## src/rtl/exp4_fluxo_dados_if.sv

```systemverilog
// rtl/exp4_fluxo_dados_if.sv - control/status bundle between the control unit and the datapath
interface exp4_fluxo_dados_if;
  logic       zeraC;
  logic       contaC;
  logic       zeraR;
  logic       registraR;
  logic [3:0] chaves;
  logic       fimC;
  logic       igual;
  logic [3:0] db_contagem;
  logic [3:0] db_memoria;
  logic [3:0] db_chaves;

  modport master (
    output zeraC, contaC, zeraR, registraR, chaves,
    input  fimC, igual, db_contagem, db_memoria, db_chaves
  );

  modport slave (
    input  zeraC, contaC, zeraR, registraR, chaves,
    output fimC, igual, db_contagem, db_memoria, db_chaves
  );
endinterface

```

## src/rtl/exp4_fluxo_dados.sv

```systemverilog
// rtl/exp4_fluxo_dados.sv - address counter, answer ROM, switch register and comparator
module exp4_fluxo_dados #(
  parameter int unsigned CONT_MAX = 15
) (
  input logic               clock,
  input logic               reset,
  exp4_fluxo_dados_if.slave bus
);

  localparam logic [3:0] CONT_MAX_W = 4'(CONT_MAX);

  logic [3:0] contagem_q, contagem_d;
  logic [3:0] chaves_q, chaves_d;
  logic [3:0] memoria;

  // Wrap at CONT_MAX so the address never leaves 0..CONT_MAX.
  always_comb begin
    contagem_d = contagem_q;
    if (bus.zeraC) begin
      contagem_d = 4'd0;
    end else if (bus.contaC) begin
      if (contagem_q == CONT_MAX_W) begin
        contagem_d = 4'd0;
      end else begin
        contagem_d = contagem_q + 4'd1;
      end
    end
  end

  always_comb begin
    chaves_d = chaves_q;
    if (bus.zeraR) begin
      chaves_d = 4'd0;
    end else if (bus.registraR) begin
      chaves_d = bus.chaves;
    end
  end

  always_ff @(posedge clock) begin
    if (reset) begin
      contagem_q <= 4'd0;
      chaves_q   <= 4'd0;
    end else begin
      contagem_q <= contagem_d;
      chaves_q   <= chaves_d;
    end
  end

  always_comb begin
    memoria = 4'b0001;
    case (contagem_q)
      4'h0: memoria = 4'b0001;
      4'h1: memoria = 4'b0010;
      4'h2: memoria = 4'b0100;
      4'h3: memoria = 4'b1000;
      4'h4: memoria = 4'b0100;
      4'h5: memoria = 4'b0010;
      4'h6: memoria = 4'b0001;
      4'h7: memoria = 4'b0001;
      4'h8: memoria = 4'b0010;
      4'h9: memoria = 4'b0010;
      4'hA: memoria = 4'b0100;
      4'hB: memoria = 4'b0100;
      4'hC: memoria = 4'b1000;
      4'hD: memoria = 4'b1000;
      4'hE: memoria = 4'b0001;
      4'hF: memoria = 4'b0100;
      default: memoria = 4'b0001;
    endcase
  end

  assign bus.fimC        = (contagem_q == CONT_MAX_W);
  assign bus.igual       = (chaves_q == memoria);
  assign bus.db_contagem = contagem_q;
  assign bus.db_memoria  = memoria;
  assign bus.db_chaves   = chaves_q;

endmodule
```

## src/flat_wrapper.sv

```systemverilog
// flat-port wrapper written by rule: the top's interface ports become plain ports
module exp4_fluxo_dados_flat 
#(
  parameter int unsigned CONT_MAX = 15
)
  (clock, reset, bus_zeraC, bus_contaC, bus_zeraR, bus_registraR, bus_chaves, bus_fimC, bus_igual, bus_db_contagem, bus_db_memoria, bus_db_chaves);
  exp4_fluxo_dados_if bus_i ();
  input logic clock;
  input logic reset;
  input wire logic [$bits(bus_i.zeraC)-1:0] bus_zeraC;
  input wire logic [$bits(bus_i.contaC)-1:0] bus_contaC;
  input wire logic [$bits(bus_i.zeraR)-1:0] bus_zeraR;
  input wire logic [$bits(bus_i.registraR)-1:0] bus_registraR;
  input wire logic [$bits(bus_i.chaves)-1:0] bus_chaves;
  output wire logic [$bits(bus_i.fimC)-1:0] bus_fimC;
  output wire logic [$bits(bus_i.igual)-1:0] bus_igual;
  output wire logic [$bits(bus_i.db_contagem)-1:0] bus_db_contagem;
  output wire logic [$bits(bus_i.db_memoria)-1:0] bus_db_memoria;
  output wire logic [$bits(bus_i.db_chaves)-1:0] bus_db_chaves;
  assign bus_i.zeraC = bus_zeraC;
  assign bus_i.contaC = bus_contaC;
  assign bus_i.zeraR = bus_zeraR;
  assign bus_i.registraR = bus_registraR;
  assign bus_i.chaves = bus_chaves;
  assign bus_fimC = bus_i.fimC;
  assign bus_igual = bus_i.igual;
  assign bus_db_contagem = bus_i.db_contagem;
  assign bus_db_memoria = bus_i.db_memoria;
  assign bus_db_chaves = bus_i.db_chaves;
  exp4_fluxo_dados #(.CONT_MAX(CONT_MAX)) u_core (.clock(clock), .reset(reset), .bus(bus_i));
endmodule
```

## config.mk

```make
export PLATFORM = sky130hd
export DESIGN_NAME = exp4_fluxo_dados_flat
export DESIGN_NICKNAME = d
export VERILOG_FILES = /design/src/rtl/exp4_fluxo_dados_if.sv /design/src/rtl/exp4_fluxo_dados.sv /design/src/flat_wrapper.sv
export SDC_FILE = /design/constraint.sdc
export NUM_CORES = 1
export LEC_CHECK = 0
export ABC_AREA = 1
export BUFFER_PORTS_ARGS = -buffer_cell sky130_fd_sc_hd__buf_2
export CAP_MARGIN = 20
export CORE_MARGIN = 2
export CORE_UTILIZATION = 45
export DETAILED_ROUTE_END_ITERATION = 7
export PLACE_DENSITY = 0.75
export REMOVE_ABC_BUFFERS = 1
export SETUP_SLACK_MARGIN = 0.15
export SYNTH_ARGS = -nofsm -noshare
export SYNTH_HDL_FRONTEND = slang
export SYNTH_SLANG_ARGS = --single-unit
export TNS_END_PERCENT = 20
```

## constraint.sdc

```tcl
create_clock -name clock -period 1.6 [get_ports clock]
set_input_delay 0 -clock clock [delete_from_list [all_inputs] [get_ports clock]]
set_output_delay 0 -clock clock [all_outputs]
set_load 0.03 [all_outputs]
```

==> results of run 1 <==
-- worst max-delay path, cell delays in order (launching register included) --
cell,delay [ns]
dfxtp_1,0.34
ha_1,0.23
nand3_1,0.13
nand2_1,0.07
nand2_1,0.07
nand3_2,0.11
inv_2,0.11
nand2_1,0.06
nand2_1,0.06
inv_1,0.03
-- cells by family (layout without fill, tap and decap cells) --
| group | after synthesis | count (layout) | share of synthesized area (%) |
|---|---|---|---|
| AO/OA/AOI/OAI | 5 | 5 | 4.201 |
| XOR/XNOR | 4 | 4 | 5.882 |
| adder cells (fa/ha/maj) | 1 | 1 | 2.101 |
| buffers and inverters | 13 | 46 | 8.192 |
| flip-flops | 12 | 12 | 40.34 |
| AND/OR/NAND/NOR | 46 | 46 | 39.29 |
-- layout make-up --
type	count	share of cell area (%)
tap	15	2.273
clock buffer	4	4.394
sequential	12	29.09
multi-input combinational	56	37.12
inverter	13	5.909
timing repair buffer	29	21.21
-- metal layers --
metal | wire length (um) | vias up | track usage (%)
met3 | 54 | 5 | 5.000
met5 | 0 | - | 0
met1 | 556 | 261 | 22.33
met2 | 673 | 13 | 31.75
li1 | - | 319 | -
met4 | 29 | 0 | 10.83
-- state kept, by name, summed over array words and instances, names as in the netlist --
| name | flops |
|---|---|
| u_core.bus.db_chaves | 4 |
| u_core.bus.db_contagem | 4 |
| u_core.bus.db_memoria | 4 |
-- placed cells by master (no fill, tap or decap), types with 2 or more instances in the layout --
master / instances
dlygate4sd3_1: 6
nand2_1: 26
inv_1: 11
xor2_1: 4
buf_2: 23
a21oi_1: 5
nand3_1: 7
nand2_2: 2
dfxtp_1: 12
nand3_2: 3
nor2_1: 2
clkbuf_4: 3
-- report_power, final --
part	total, mW	internal [mW]	leakage (nW)	switching (mW)
sequential	0.316	0.309	0.0978	0.00785
combinational	0.108	0.0432	0.360	0.0644
clock	0.247	0.139	0.0210	0.108
-- worst paths after layout --
path / startpoint / end / slack, ns
min reg2reg: u_core.bus.db_chaves[3] / u_core.bus.db_chaves[3] / 0.49
min: bus_zeraR / u_core.bus.db_chaves[3] / 0.005
max: u_core.bus.db_contagem[0] / u_core.bus.db_memoria[0] / 0.28
max reg2reg: u_core.bus.db_contagem[0] / u_core.bus.db_memoria[0] / 0.28
-- per-stage QoR --
| stage | util (%) | area, sq um | cells |
|---|---|---|---|
| 6_report | 65.09 | 825.8 | 129 |
| 5_1_grt | 65.09 | 825.8 | 129 |
| 4_1_cts | 65.09 | 825.8 | 129 |
| 3_5_place_dp | 57.50 | 729.5 | 119 |
| 3_3_place_gp | 57.50 | 729.5 | 119 |
| 2_1_floorplan | - | 595.6 | 81 |
-- timing repair --
| item | CTS | global route |
|---|---|---|
| hold buffers | 6 | 0 |
| setup endpoints to repair | 0 | 0 |
| hold endpoints to repair | 4 | 0 |
==> results.cfg, run 1 <==
[synth]
ys_seq_elements = 12
synthDistinctLibCells = 18
synth_top_cell_by_area = dfxtp_1
yosysWarnings = 0
synth_commonest_cells = nand2_1, dfxtp_1, inv_1
avgSynthCellArea_sq_um = 7.353
syn_inst = 81
seq_area_frac_synth_pct = 40.34
synth_area_sq_um = 595.6
yosys.area.top_type_share_pct = 40.34
yosysMostFrequentCell = nand2_1
synth_flop_cell = dfxtp_1
async_flop_share_pct = 0
synth_edf_count = 0
synth.area.top_cells = dfxtp_1, nand2_1, inv_1, nand3_1, xor2_1

[layout]
drive_gt1_share_pct = 31.58
fin_nets = 126
regArea_sq_um = 240.2
nFillCells = 114
multi_input_area_sq_um = 306.5
syn2layout_area_growth_pct = 38.66
n_antenna_cell = 0

[worst_setup_path]
worstSetupEndpointType = register
crit_path_start_kind = register
required_ns = 1.78
path_class = reg2reg
reg2reg_depth = 9
critical_path_peak_fanout = 5
cp.arrival_ns = 1.50

[hold_path]
hp-class = in2reg
worst_hold_path.num_cells = 3

[status]
outcome = finished, final reports clean

[clock_network]
clock_sinks = 12
clock_path_buffers = 2
cts.repair.resized = 0
clockRootBuffer = clkbuf_4
cts.clk_slew.worst_paths_ns = 0.08
worstSkewPairLatency_ns = 0.28
post_cts_buffers = 0
cts_tree = built
htreeDepth = 1
cts_made_buffers = 3

[floorplan]
dieArea_sq_mm = 0.001631
ios = 24
die_width_um = 40.38
num_rows = 13
core_sq_mm = 0.001269
initial_core_util_pct = 46.94
fp.dieH_um = 40.38

[drt]
wl_um = 1313
vias = 598
drc = 0
drt_first_pass_iters = 4
wl_per_cell_um = 10.18
antenna_left = 0
drtIter0Drc = 9
vias_per_cell = 4.636

[sta]
fmax_mhz = 759.7
maxSlewViolCount = 0
min_period_over_period_pct = 82.27
tightest_slew_ns = 0.1955
rsz0062_at_grt = false
relSlewSlack_pct = 86.85
fin_crit_ns = 1.316
hold_viol_final = 0
setup_ws_ns = 0.2836
tns_ns = 0
setup_viol = 0
skew_ns = 0.001371
hold-worst-slack_ns = 0.004864

[grt]
antenna_found_initial = 0
grt_max_degree = 8
grt_pass1_wl_um = 2021
track_usage_pct = 19.29
grt_pass1_vias = 505
grt-ovfl-total = 0

[placed_design]
pre_cts_slack_ns = 0.2975
gp_congestion = 0.7788
placement.io_buffers = 23
hpwl_um = 983.4

[pwr]
power_mw = 0.6710
leakage_nw = 0.4788
powerDensity_mw_per_mm2 = 812.5
vdd.ir_drop.worst_mv = 0.4298

[flow_run]
cap_violations = 0
Note: power is estimated with default switching activity, not from simulation.
==> run 2, diff against run 1 <==
--- a/config.mk
+++ b/config.mk
@@ -9,9 +9,9 @@
 export BUFFER_PORTS_ARGS = -buffer_cell sky130_fd_sc_hd__buf_2
 export CAP_MARGIN = 20
 export CORE_MARGIN = 2
-export CORE_UTILIZATION = 45
+export CORE_UTILIZATION = 40
 export DETAILED_ROUTE_END_ITERATION = 7
-export PLACE_DENSITY = 0.75
+export PLACE_DENSITY = 0.71
 export REMOVE_ABC_BUFFERS = 1
 export SETUP_SLACK_MARGIN = 0.15
 export SYNTH_ARGS = -nofsm -noshare
==> constraint.sdc (replaced) <==
create_clock -name clock -period 1.05 [get_ports clock]
set_input_delay 0 -clock clock [delete_from_list [all_inputs] [get_ports clock]]
set_output_delay 0 -clock clock [all_outputs]
set_load 0.03 [all_outputs]
==> run 2 against run 1 <==
The flow now finishes with violations (negative setup slack). Largest power group unchanged. Cell area up 16%. Register-to-register slack got worse by 0.44 ns. Power increased by 41%. Non-clock buffer count is 5 higher. Die area increased by 11%. Critical path depth fell by 6. Largest cell class unchanged. Clock skew increased by 0.0039 ns. Count of clock-buffer cells in the layout down 1. Critical path type is now reg2out.
==> results.cfg, run 2 (same netlist as run 1, synthesis figures left out) <==
[status]
outcome = complete, but fails checks
violations = negative setup slack

[worst_setup_path]
cp.arrival_ns = 1.23
r2r-end = u_core.bus.db_memoria[2]
r2r-start = u_core.bus.db_contagem[1]
reg2reg_depth = 8
worstSetupEndpointType = output pin
crit_buf_inv = 1
crit_path_start_kind = register
required_ns = 1.05
path_class = reg2out
cp_slowest_cell = dfxtp_2
ff2ff_setup_slack_ns = -0.16
crit_chain = xor2_1 > nor4_1 > buf_4
cpLargestDelayFamily = flip-flops
critical-path-max-stage-delay_ns = 0.33
critical_path_peak_fanout = 2

[floorplan]
die_width_um = 42.59
initial_core_util_pct = 44.11
ios = 24
core_sq_mm = 0.001350
dieArea_sq_mm = 0.001813
num_rows = 13
fp.dieH_um = 42.59

[grt]
grt-ovfl-total = 0
grt_pass1_vias = 550
antenna_found_initial = 0
track_usage_pct = 16.55
grt_pass1_wl_um = 2263
grt_max_degree = 7

[layout]
fin_nets = 131
drive_gt1_share_pct = 50.85
final_area_sq_um = 958.4
utilization_pct = 70.99
regArea_sq_um = 250.2
final_common_cell = nand2_1
mostFrequentLayoutCells = nand2_1, buf_2, inv_1
nFillCells = 103
syn2layout_area_growth_pct = 60.92
multi_input_area_sq_um = 379.1
n_antenna_cell = 0

[clock_network]
clockRootBuffer = clkbuf_4
worstSkewPairLatency_ns = 0.27
cts.clk_slew.worst_paths_ns = 0.07
cts_tree = built
clock_sinks = 12
cts_made_buffers = 3
clock_path_buffers = 2
htreeDepth = 1

[drt]
vias_per_cell = 4.699
drc = 0
antenna_left = 0
drtIter0Drc = 16
drt_first_pass_iters = 4
wl_per_cell_um = 10.77
wl_um = 1432
vias = 625

[placed_design]
gp_congestion = 0.8617
pre_cts_slack_ns = -0.1847
placed_area_sq_um = 774.5
placement.io_buffers = 23
hpwl_um = 982

[sta]
maxSlewViolCount = 0
fin_crit_ns = 1.228
setup_ws_ns = -0.1776
tightest_slew_ns = 0.2298
hold_viol_final = 0
setup_viol = 9
relSlewSlack_pct = 84.54
rsz0062_at_grt = true
skew_ns = 0.005267
min_period_over_period_pct = 116.9
fmax_mhz = 814.6

[pwr]
vdd.ir_drop.worst_mv = 0.8020
leakage_nw = 0.4992
powerDensity_mw_per_mm2 = 990.6
power_mw = 0.9494

[hold_path]
worst_hold_path.endpoint = u_core.bus.db_chaves[0]
hp-start = bus_registraR
worst_hold_path.num_cells = 3
hp-class = in2reg

[flow_run]
cap_violations = 0
==> run 2: changes by cell type in the layout (fill, tap and decap cells not counted), sizes merged <==
cell         previous run  this run
dlygate4sd3             6         4
buf                    23        29
==> run 2: area by class of cell <==
type	instances	area share, %
multi-input combinational	56	39.56
inverter	13	5.091
clock buffer	3	2.350
tap	15	1.958
sequential	12	26.11
timing repair buffer	34	24.93
==> run 2: how the worst max path moves through the flow <==
stage                                   start                        to  slack, ns  cells after the start
finish                u_core.bus.db_chaves[3]                 bus_igual      -0.18                      3
global route        u_core.bus.db_contagem[1]  u_core.bus.db_memoria[2]      -0.26                      8
CTS                   u_core.bus.db_chaves[3]                 bus_igual      -0.18                      3
detailed placement  u_core.bus.db_contagem[0]  u_core.bus.db_memoria[0]      -0.18                      9
global placement    u_core.bus.db_contagem[0]  u_core.bus.db_memoria[0]      -0.18                      9
floorplan             u_core.bus.db_chaves[2]                 bus_igual      -0.59                      2
==> run 2: tightest hold or removal path, cell delays in order <==
cell	delay [ns]
buf_2	0.13
nand2_1	0.06
a21oi_1	0.05
==> run 2: layer usage <==
| layer | track usage [%] | vias up | wire, um |
|---|---|---|---|
| met2 | 26.46 | 21 | 738 |
| met3 | 7.759 | 0 | 88 |
| met1 | 20.89 | 276 | 605 |
| met4 | 1.875 | 0 | 0 |
| met5 | 0 | - | 0 |
| li1 | - | 328 | - |
==> run 2: repair_timing <==
item | CTS | global route
buffers inserted | 1 | 0
resized for setup | 22 | 14
pin swaps | 5 | 3
hold buffers | 4 | 0
endpoints found under the setup margin | 12 | 14
endpoints found under the hold margin | 4 | 0
==> run 2: per-stage QoR <==
| step | setup TNS, ns | hold WS (ns) | instances |
|---|---|---|---|
| after detailed placement | -0.8769 | 0.2552 | 125 |
| after global routing | -1.558 | 0.01294 | 133 |
| after floorplan | -2.692 | 0.1381 | 81 |
| after global placement | -0.7567 | 0.2543 | 125 |
| after CTS | -0.8107 | 0.003651 | 133 |
| final | -0.9447 | 0.01128 | 133 |
==> run 2: where the power goes <==
part	switching, mW	internal (mW)
Combinational	0.112	0.0837
Clock	0.140	0.132
Sequential	0.0124	0.469
